[config.mk]
export PLATFORM = sky130hd
export DESIGN_NAME = wordcount_batch_ctrl_flat
export DESIGN_NICKNAME = d
export VERILOG_FILES = /design/src/rtl/wordcount_batch_ctrl_if.sv /design/src/rtl/wordcount_batch_ctrl.sv /design/src/flat_wrapper.sv
export SDC_FILE = /design/constraint.sdc
export NUM_CORES = 2
export LEC_CHECK = 0
export CAP_MARGIN = 20
export CORE_AREA = 2 2 348 350
export CTS_BUF_LIST = sky130_fd_sc_hd__clkbuf_4
export DETAILED_ROUTE_END_ITERATION = 8
export DIE_AREA = 0 0 350 352
export PLACE_DENSITY_LB_ADDON = 0.2
export RECOVER_POWER = 50
export SYNTH_ARGS = -nofsm -noshare
export SYNTH_HDL_FRONTEND = slang
export SYNTH_SLANG_ARGS = --single-unit
[constraint.sdc]
create_clock -name clk -period 4.7 [get_ports clk]
set_input_delay 0.47 -clock clk [delete_from_list [all_inputs] [get_ports clk]]
set_output_delay 0.47 -clock clk [all_outputs]
set_load 0.02 [all_outputs]
[src/rtl/wordcount_batch_ctrl_if.sv]
// Key stream carrying LANES packed keys per beat from the read master to the batch controller.
// Source drives master; the controller consumes through slave.
interface wordcount_batch_ctrl_if #(
  parameter int unsigned DATA_W = 512
) ();
  logic              s_valid;
  logic              s_ready;
  logic [DATA_W-1:0] s_data;

  modport master (output s_valid, output s_data, input s_ready);
  modport slave  (input s_valid, input s_data, output s_ready);
endinterface

[src/rtl/wordcount_batch_ctrl.sv]
// Splits a word-count job into engine batches: pages reads, unpacks stream beats into keys.
// Define BATCH_CTRL_PERF_EN to add saturating perf_beats / perf_batches counters.
module wordcount_batch_ctrl #(
  parameter int unsigned DATA_W     = 512,
  parameter int unsigned KEY_W      = 128,
  parameter int unsigned MAX_WORDS  = 16,
  parameter int unsigned PAGE_BYTES = 4096
) (
  input  logic              clk,
  input  logic              reset,
  input  logic              kick,
  output logic              busy,
  input  logic [31:0]       num_of_words,
  input  logic [63:0]       memory_offset,
  output logic              rd_start,
  output logic [63:0]       rd_addr,
  output logic [31:0]       rd_bytes,
  input  logic              rd_done,
  wordcount_batch_ctrl_if.slave s_if,
  output logic              eng_we,
  output logic [KEY_W+31:0] eng_din,
  input  logic              eng_full,
  output logic              eng_kick,
  output logic [7:0]        eng_data_num,
`ifdef BATCH_CTRL_PERF_EN
  output logic [31:0]       perf_beats,
  output logic [31:0]       perf_batches,
`endif
  input  logic              eng_busy
);
  localparam int unsigned LANES      = DATA_W / KEY_W;
  localparam int unsigned BEAT_BYTES = DATA_W / 8;
  localparam int unsigned LANE_W     = $clog2(LANES + 1);
  // lane_q == LANES marks the beat buffer as empty
  localparam logic [LANE_W-1:0] LaneEmpty = LANE_W'(LANES);

  typedef enum logic [2:0] {StIdle, StIssue, StFetch, StEmit, StKick, StWait} state_e;

  state_e              state_q, state_d;
  logic [31:0]         remaining_q, remaining_d;
  logic [7:0]          target_q, target_d;
  logic [31:0]         index_q, index_d;
  logic [LANE_W-1:0]   lane_q, lane_d;
  logic [DATA_W-1:0]   beat_q, beat_d;
  logic [63:0]         offset_q, offset_d;
  logic [63:0]         bytes_left_q, bytes_left_d;
  logic [31:0]         page_rest_q, page_rest_d;
  logic [7:0]          batch_cnt_q, batch_cnt_d;
  logic                s_ready;
  logic [7:0]          batch_size;
  logic [KEY_W-1:0]    lane_key;
  logic                unused_rd_done;

  assign unused_rd_done = rd_done;
  assign busy           = (state_q != StIdle);
  assign rd_addr        = offset_q;
  assign rd_bytes       = (bytes_left_q > 64'(PAGE_BYTES)) ? 32'(PAGE_BYTES) : bytes_left_q[31:0];
  assign batch_size     = (remaining_q >= 32'(MAX_WORDS)) ? 8'(MAX_WORDS) : remaining_q[7:0];
  assign eng_din        = {index_q, lane_key};
  assign eng_data_num   = batch_cnt_q;
  assign s_if.s_ready   = s_ready;

  always_comb begin
    lane_key = '0;
    for (int i = 0; i < int'(LANES); i++) begin
      if (lane_q == LANE_W'(i)) lane_key = beat_q[i*KEY_W +: KEY_W];
    end
  end

  always_comb begin
    state_d      = state_q;
    remaining_d  = remaining_q;
    target_d     = target_q;
    index_d      = index_q;
    lane_d       = lane_q;
    beat_d       = beat_q;
    offset_d     = offset_q;
    bytes_left_d = bytes_left_q;
    page_rest_d  = page_rest_q;
    batch_cnt_d  = batch_cnt_q;
    rd_start     = 1'b0;
    s_ready      = 1'b0;
    eng_we       = 1'b0;
    eng_kick     = 1'b0;
    unique case (state_q)
      StIdle: begin
        if (kick) begin
          remaining_d  = num_of_words;
          offset_d     = memory_offset;
          bytes_left_d = ((64'(num_of_words) + 64'(LANES - 1)) / 64'(LANES)) * 64'(BEAT_BYTES);
          index_d      = '0;
          page_rest_d  = '0;
          target_d     = '0;
          batch_cnt_d  = '0;
          lane_d       = LaneEmpty;
          state_d      = StIssue;
        end
      end
      StIssue: begin
        // target_q == 0 starts a new batch; otherwise this is a mid-batch page check
        if (target_q == 8'd0 && remaining_q == 32'd0) begin
          state_d = StIdle;
        end else begin
          if (target_q == 8'd0) begin
            target_d    = batch_size;
            remaining_d = remaining_q - 32'(batch_size);
            state_d     = (lane_q == LaneEmpty) ? StFetch : StEmit;
          end else begin
            state_d = StFetch;
          end
          if (page_rest_q == 32'd0 && bytes_left_q != 64'd0) begin
            rd_start     = 1'b1;
            offset_d     = offset_q + 64'(rd_bytes);
            bytes_left_d = bytes_left_q - 64'(rd_bytes);
            page_rest_d  = rd_bytes;
          end
        end
      end
      StFetch: begin
        s_ready = 1'b1;
        if (s_if.s_valid) begin
          beat_d      = s_if.s_data;
          page_rest_d = page_rest_q - 32'(BEAT_BYTES);
          lane_d      = '0;
          state_d     = StEmit;
        end
      end
      StEmit: begin
        if (!eng_full) begin
          eng_we      = 1'b1;
          index_d     = index_q + 32'd1;
          lane_d      = lane_q + LANE_W'(1);
          target_d    = target_q - 8'd1;
          batch_cnt_d = batch_cnt_q + 8'd1;
          if (target_q == 8'd1) state_d = StKick;
          else if (lane_q == LANE_W'(LANES - 1)) state_d = StIssue;
        end
      end
      StKick: begin
        eng_kick    = 1'b1;
        batch_cnt_d = '0;
        state_d     = StWait;
      end
      StWait: begin
        if (!eng_busy) state_d = StIssue;
      end
      default: state_d = StIdle;
    endcase
  end

  always_ff @(posedge clk) begin
    if (reset) begin
      state_q      <= StIdle;
      remaining_q  <= '0;
      target_q     <= '0;
      index_q      <= '0;
      lane_q       <= LaneEmpty;
      beat_q       <= '0;
      offset_q     <= '0;
      bytes_left_q <= '0;
      page_rest_q  <= '0;
      batch_cnt_q  <= '0;
    end else begin
      state_q      <= state_d;
      remaining_q  <= remaining_d;
      target_q     <= target_d;
      index_q      <= index_d;
      lane_q       <= lane_d;
      beat_q       <= beat_d;
      offset_q     <= offset_d;
      bytes_left_q <= bytes_left_d;
      page_rest_q  <= page_rest_d;
      batch_cnt_q  <= batch_cnt_d;
    end
  end

`ifdef BATCH_CTRL_PERF_EN
  always_ff @(posedge clk) begin
    if (reset || (state_q == StIdle && kick)) begin
      perf_beats   <= '0;
      perf_batches <= '0;
    end else begin
      if (s_if.s_valid && s_ready && perf_beats != '1) perf_beats <= perf_beats + 32'd1;
      if (eng_kick && perf_batches != '1) perf_batches <= perf_batches + 32'd1;
    end
  end
`endif
endmodule

[src/flat_wrapper.sv]
// flat-port wrapper written by rule: the top's interface ports become plain ports
module wordcount_batch_ctrl_flat 
#(
  parameter int unsigned DATA_W     = 512,
  parameter int unsigned KEY_W      = 128,
  parameter int unsigned MAX_WORDS  = 16,
  parameter int unsigned PAGE_BYTES = 4096
)
  (clk, reset, kick, busy, num_of_words, memory_offset, rd_start, rd_addr, rd_bytes, rd_done, eng_we, eng_din, eng_full, eng_kick, eng_data_num, eng_busy, s_if_s_valid, s_if_s_data, s_if_s_ready);
  wordcount_batch_ctrl_if #(.DATA_W(DATA_W)) s_if_i ();
  input  logic clk;
  input  logic reset;
  input  logic kick;
  output logic busy;
  input  logic [31:0] num_of_words;
  input  logic [63:0] memory_offset;
  output logic rd_start;
  output logic [63:0] rd_addr;
  output logic [31:0] rd_bytes;
  input  logic rd_done;
  output logic eng_we;
  output logic [KEY_W+31:0] eng_din;
  input  logic eng_full;
  output logic eng_kick;
  output logic [7:0] eng_data_num;
  input  logic eng_busy;
  input wire logic [$bits(s_if_i.s_valid)-1:0] s_if_s_valid;
  input wire logic [$bits(s_if_i.s_data)-1:0] s_if_s_data;
  output wire logic [$bits(s_if_i.s_ready)-1:0] s_if_s_ready;
  assign s_if_i.s_valid = s_if_s_valid;
  assign s_if_i.s_data = s_if_s_data;
  assign s_if_s_ready = s_if_i.s_ready;
  wordcount_batch_ctrl #(.DATA_W(DATA_W), .KEY_W(KEY_W), .MAX_WORDS(MAX_WORDS), .PAGE_BYTES(PAGE_BYTES)) u_core (.clk(clk), .reset(reset), .kick(kick), .busy(busy), .num_of_words(num_of_words), .memory_offset(memory_offset), .rd_start(rd_start), .rd_addr(rd_addr), .rd_bytes(rd_bytes), .rd_done(rd_done), .s_if(s_if_i), .eng_we(eng_we), .eng_din(eng_din), .eng_full(eng_full), .eng_kick(eng_kick), .eng_data_num(eng_data_num), .eng_busy(eng_busy));
endmodule
==> impl_metrics.csv <==
group,metric,value,unit
synthesis,synth.distinct_cells,98,
power,sw_frac_of_total,43.0,%
routing,met2WireLength,78.2,mm
sta,slew_headroom,-68.2,%
clocking,clock_tree.buffer_depth,3,
synthesis,ys_seq_area_share,41.1,%
die,ioPinCount,884,
routing,drtAntennaViolNets,0,
die,initial_core_utilization,31.0,%
clocking,cts_tree,"yes",
global_route,grt_max_degree,183,
routing,detailed_routing_iteration_count_for_the_pre_antenna_repair_pass,7,
clocking,clock_sinks,758,
placement,number_of_cells_after_detailed_placement,7200,
sta,hold_viol,0,
sta,clock.fmax,221,MHz
global_route,grt-ovfl-total,0,
die,die-width,350,µm
die,die_height,352,µm
clocking,cts.reportedPaths.clkPinSlew,0.07,ns
run,max_cap_violations,4,
sta,final.setup_skew,0.0872,ns
routing,route.met3.wl,11.5,mm
worst_setup_path,worst-endpoint-arrival,4.05,ns
hold_path,hold-path-cell-count,3,
synthesis,synth.ff_latch_count,758,
sta,worst_slew_pin_slew,2.52,ns
clocking,clock_tree.htree_level_count,4,
power,power_frac_clock,23.8,%
power,seqPwrFrac,32.4,%
worst_setup_path,critical_path_class,"reg2out",
synthesis,syn-mean-instance-area,7.40,µm²
power,share_comb_of_total_power,43.8,%
placement,dpl-instance-area,0.0473,mm²
hold_path,hold_path_end,"u_core.beat_q[55]",
worst_setup_path,reg2reg_from,"u_core.bytes_left_q[40]",
status,run_status,"finished, violations left",
clocking,cts_buffers,218,
finish,drive_above_1_share,8.40,%
sta,fin_crit,4.52,ns
routing,drt-total-wl,165,mm
worst_setup_path,r2r_slack,0.24,ns
clocking,cts-root-buf,"clkbuf_4",
placement,buffer_ports.inserted,863,
power,netSwitchingPower,11.4,mW
placement,dp_worst_setup_slack,0.115,ns
clocking,insertion_delay,1.14,ns
routing,vias_per_cell,5.16,
die,die_area,0.123,mm²
power,p_total,26.5,mW
sta,setup_ws,0.177,ns
routing,wl_per_cell,20.1,µm
synthesis,synth-async-reset-ratio,0,%
power,ir_drop,0.430,mV
synthesis,synth-warning-count,0,
power,cell_internal_pwr,15.1,mW
synthesis,postSynthCellCount,4994,
worst_setup_path,crit_required,4.23,ns
placement,place.detailed.hpwl,113,mm
routing,1st_iter_drt_viols,3369,
worst_setup_path,capture_instance_of_the_worst_register_to_register_path,"u_core.rd_addr[57]",
status,violations,"capacitance limit, slew limit",
finish,fillers,11841,
synthesis,synth_enable_flop_cells,0,
placement,place_congestion,0.887,
sta,totalNegativeSetupSlack,0,ns
sta,finalSetupViolations,0,
finish,design_area,0.0559,mm²
finish,nets,7031,
die,core-area,0.119,mm²
global_route,grt_pass1_vias,40961,
hold_path,worstHoldStart,"s_if_s_data[55]",
worst_setup_path,startpoint_type,"flop",
routing,drc_errors,0,
sta,timing.final.crit_share,96.2,%
global_route,initial_antenna_violation_count,60,
finish,final_cells,8209,
worst_setup_path,worstPathMaxFanout,51,
global_route,grt_usage,25.7,%
power,power.leakage,20.1,nW
die,row_count,127,
synthesis,mappedNetlistArea,0.0370,mm²
worst_setup_path,worst_r2r_path_depth,18,
hold_path,worst_hold_path_type,"in2reg",
power,power_per_cell_area,474,mW/mm²
routing,topRoutingLayerUsed,"met5",
routing,route.vias.total,42335,
worst_setup_path,worst_setup_ep_type,"primary output",
sta,slew_viol_final,413,
finish,syn_to_final_growth,51.4,%
synthesis,synth_top_flop_cell,"dfxtp_1",
global_route,grt_first_pass_wirelength,247,mm
routing,routedLengthMet1,69.4,mm
metal layers:
| metal | up-vias | global-route usage, % |
|---|---|---|
| li1 | 20388 | - |
| met1 | 20099 | 32.4 |
| met2 | 1503 | 41.6 |
| met3 | 335 | 5.92 |
| met4 | 10 | 11.1 |
| met5 | - | 0 |
critical path, cell delays in order, from the launching register on:
cell,delay (ns)
dfxtp_1,0.35
inv_1,0.08
ha_1,0.20
nor3b_2,0.22
clkbuf_16,0.34
buf_6,0.31
a221o_1,0.31
o21ai_0,0.17
o21ai_0,0.25
clkdlybuf4s50_1,0.66
Yosys cell counts, types with 29 or more instances:
master    count  area share [%]
nand4_1      38            0.64
o21ai_0     417             5.6
dfxtp_1     758              41
a21o_1       29            0.59
ha_1         41             1.4
a22oi_1      34            0.69
nor2_1      273             2.8
a21oi_1     679             9.2
xor2_1       55             1.3
xnor2_1      59             1.4
nor4_1       42            0.71
and3_1       38            0.64
a211oi_1     43            0.87
a221o_1     129             3.5
or3_1        50            0.85
clkbuf_1    374             3.8
nor3_1       95             1.3
nand2_1    1358              14
nand3_1      67            0.91
inv_1        45            0.46
flip-flops by register name, indices dropped and copies added, names as in the netlist, 8 cells and up:
register / flops
u_core.page_rest_q: 32
u_core.beat_q: 512
u_core.target_q: 8
u_core.remaining_q: 32
u_core.rd_addr: 64
u_core.eng_data_num: 8
u_core.bytes_left_q: 64
u_core.index_q: 32
metrics by stage:
step	util [%]	hold WS, ns
floorplan	-	0.433
global placement	39.6	0.438
detailed placement	39.6	0.443
CTS	46.7	0.00296
global route	46.9	0.0224
finish	46.9	0.131
cell type report:
type	count	area, µm²	share of cell area [%]
repair buffers	1541	15400	27.5
flip-flops and latches	758	15200	27.1
clock buffers	320	2400	4.29
multi-input cells	3811	20300	36.3
well taps	1612	2020	3.61
clock inverters	62	349	0.624
inverters	45	173	0.309
diodes	60	150	0.268
power groups by stage:
stage | Clock [mW] | Combinational [mW] | Sequential [mW]
finish | 6.30 | 11.6 | 8.59
CTS | 6.48 | 11.5 | 8.56
global placement | 0 | 10.9 | 8.65
global route | 6.85 | 12.7 | 8.72
floorplan | 0 | 6.80 | 8.65
detailed placement | 0 | 11.0 | 8.69
worst max path at each step:
stage	startpoint	endpoint	slack (ns)	cells past startpoint
2_1_floorplan	u_core.bytes_left_q[55]	u_core.rd_addr[46]	0.06	18
3_3_place_gp	u_core.bytes_left_q[40]	u_core.rd_addr[39]	0.20	15
3_5_place_dp	u_core.bytes_left_q[40]	u_core.rd_addr[39]	0.11	15
4_1_cts	u_core.remaining_q[15]	rd_start	0.005	9
5_1_grt	u_core.bytes_left_q[40]	u_core.rd_addr[57]	-0.03	18
6_report	u_core.lane_q[1]	eng_din[102]	0.18	9
layout by cell type, fill, tap and decap left out, types with 40 or more instances in the layout:
master and count:
nand2_1 1355, clkdlybuf4s50_1 802, dfxtp_1 757, a21oi_1 676, dlygate4sd3_1 606, o21ai_0 412
clkbuf_4 321, nor2_1 273, a221o_1 129, buf_4 99, nor3_1 92, nand3_1 67
diode_2 60, xnor2_1 59, xor2_1 55, or3_1 49, inv_1 44, a211oi_1 42
conb_1 40, clkinv_1 40
timing repair:
action                                  in CTS  in global routing
hold buffers                               550                  0
endpoints found under the setup margin      29                 48
gates resized for setup                      8                 28
endpoints found under the hold margin      617                  0
setup buffers                               11                  6
pin swaps                                    0                  5
logic make-up (layout without fill, tap and decap cells):
family	after synthesis	count (layout)	synth area share, %
simple gates	2062	2062	23.9
compound gates	1537	1537	25.5
xor+xnor	114	114	2.70
buf+inv	463	1968	4.96
flops	758	758	41.1
mux	14	14	0.386
fa+ha+maj	44	44	1.47
other cells	2	100	0.0203
(Power assumes the default switching activity.)
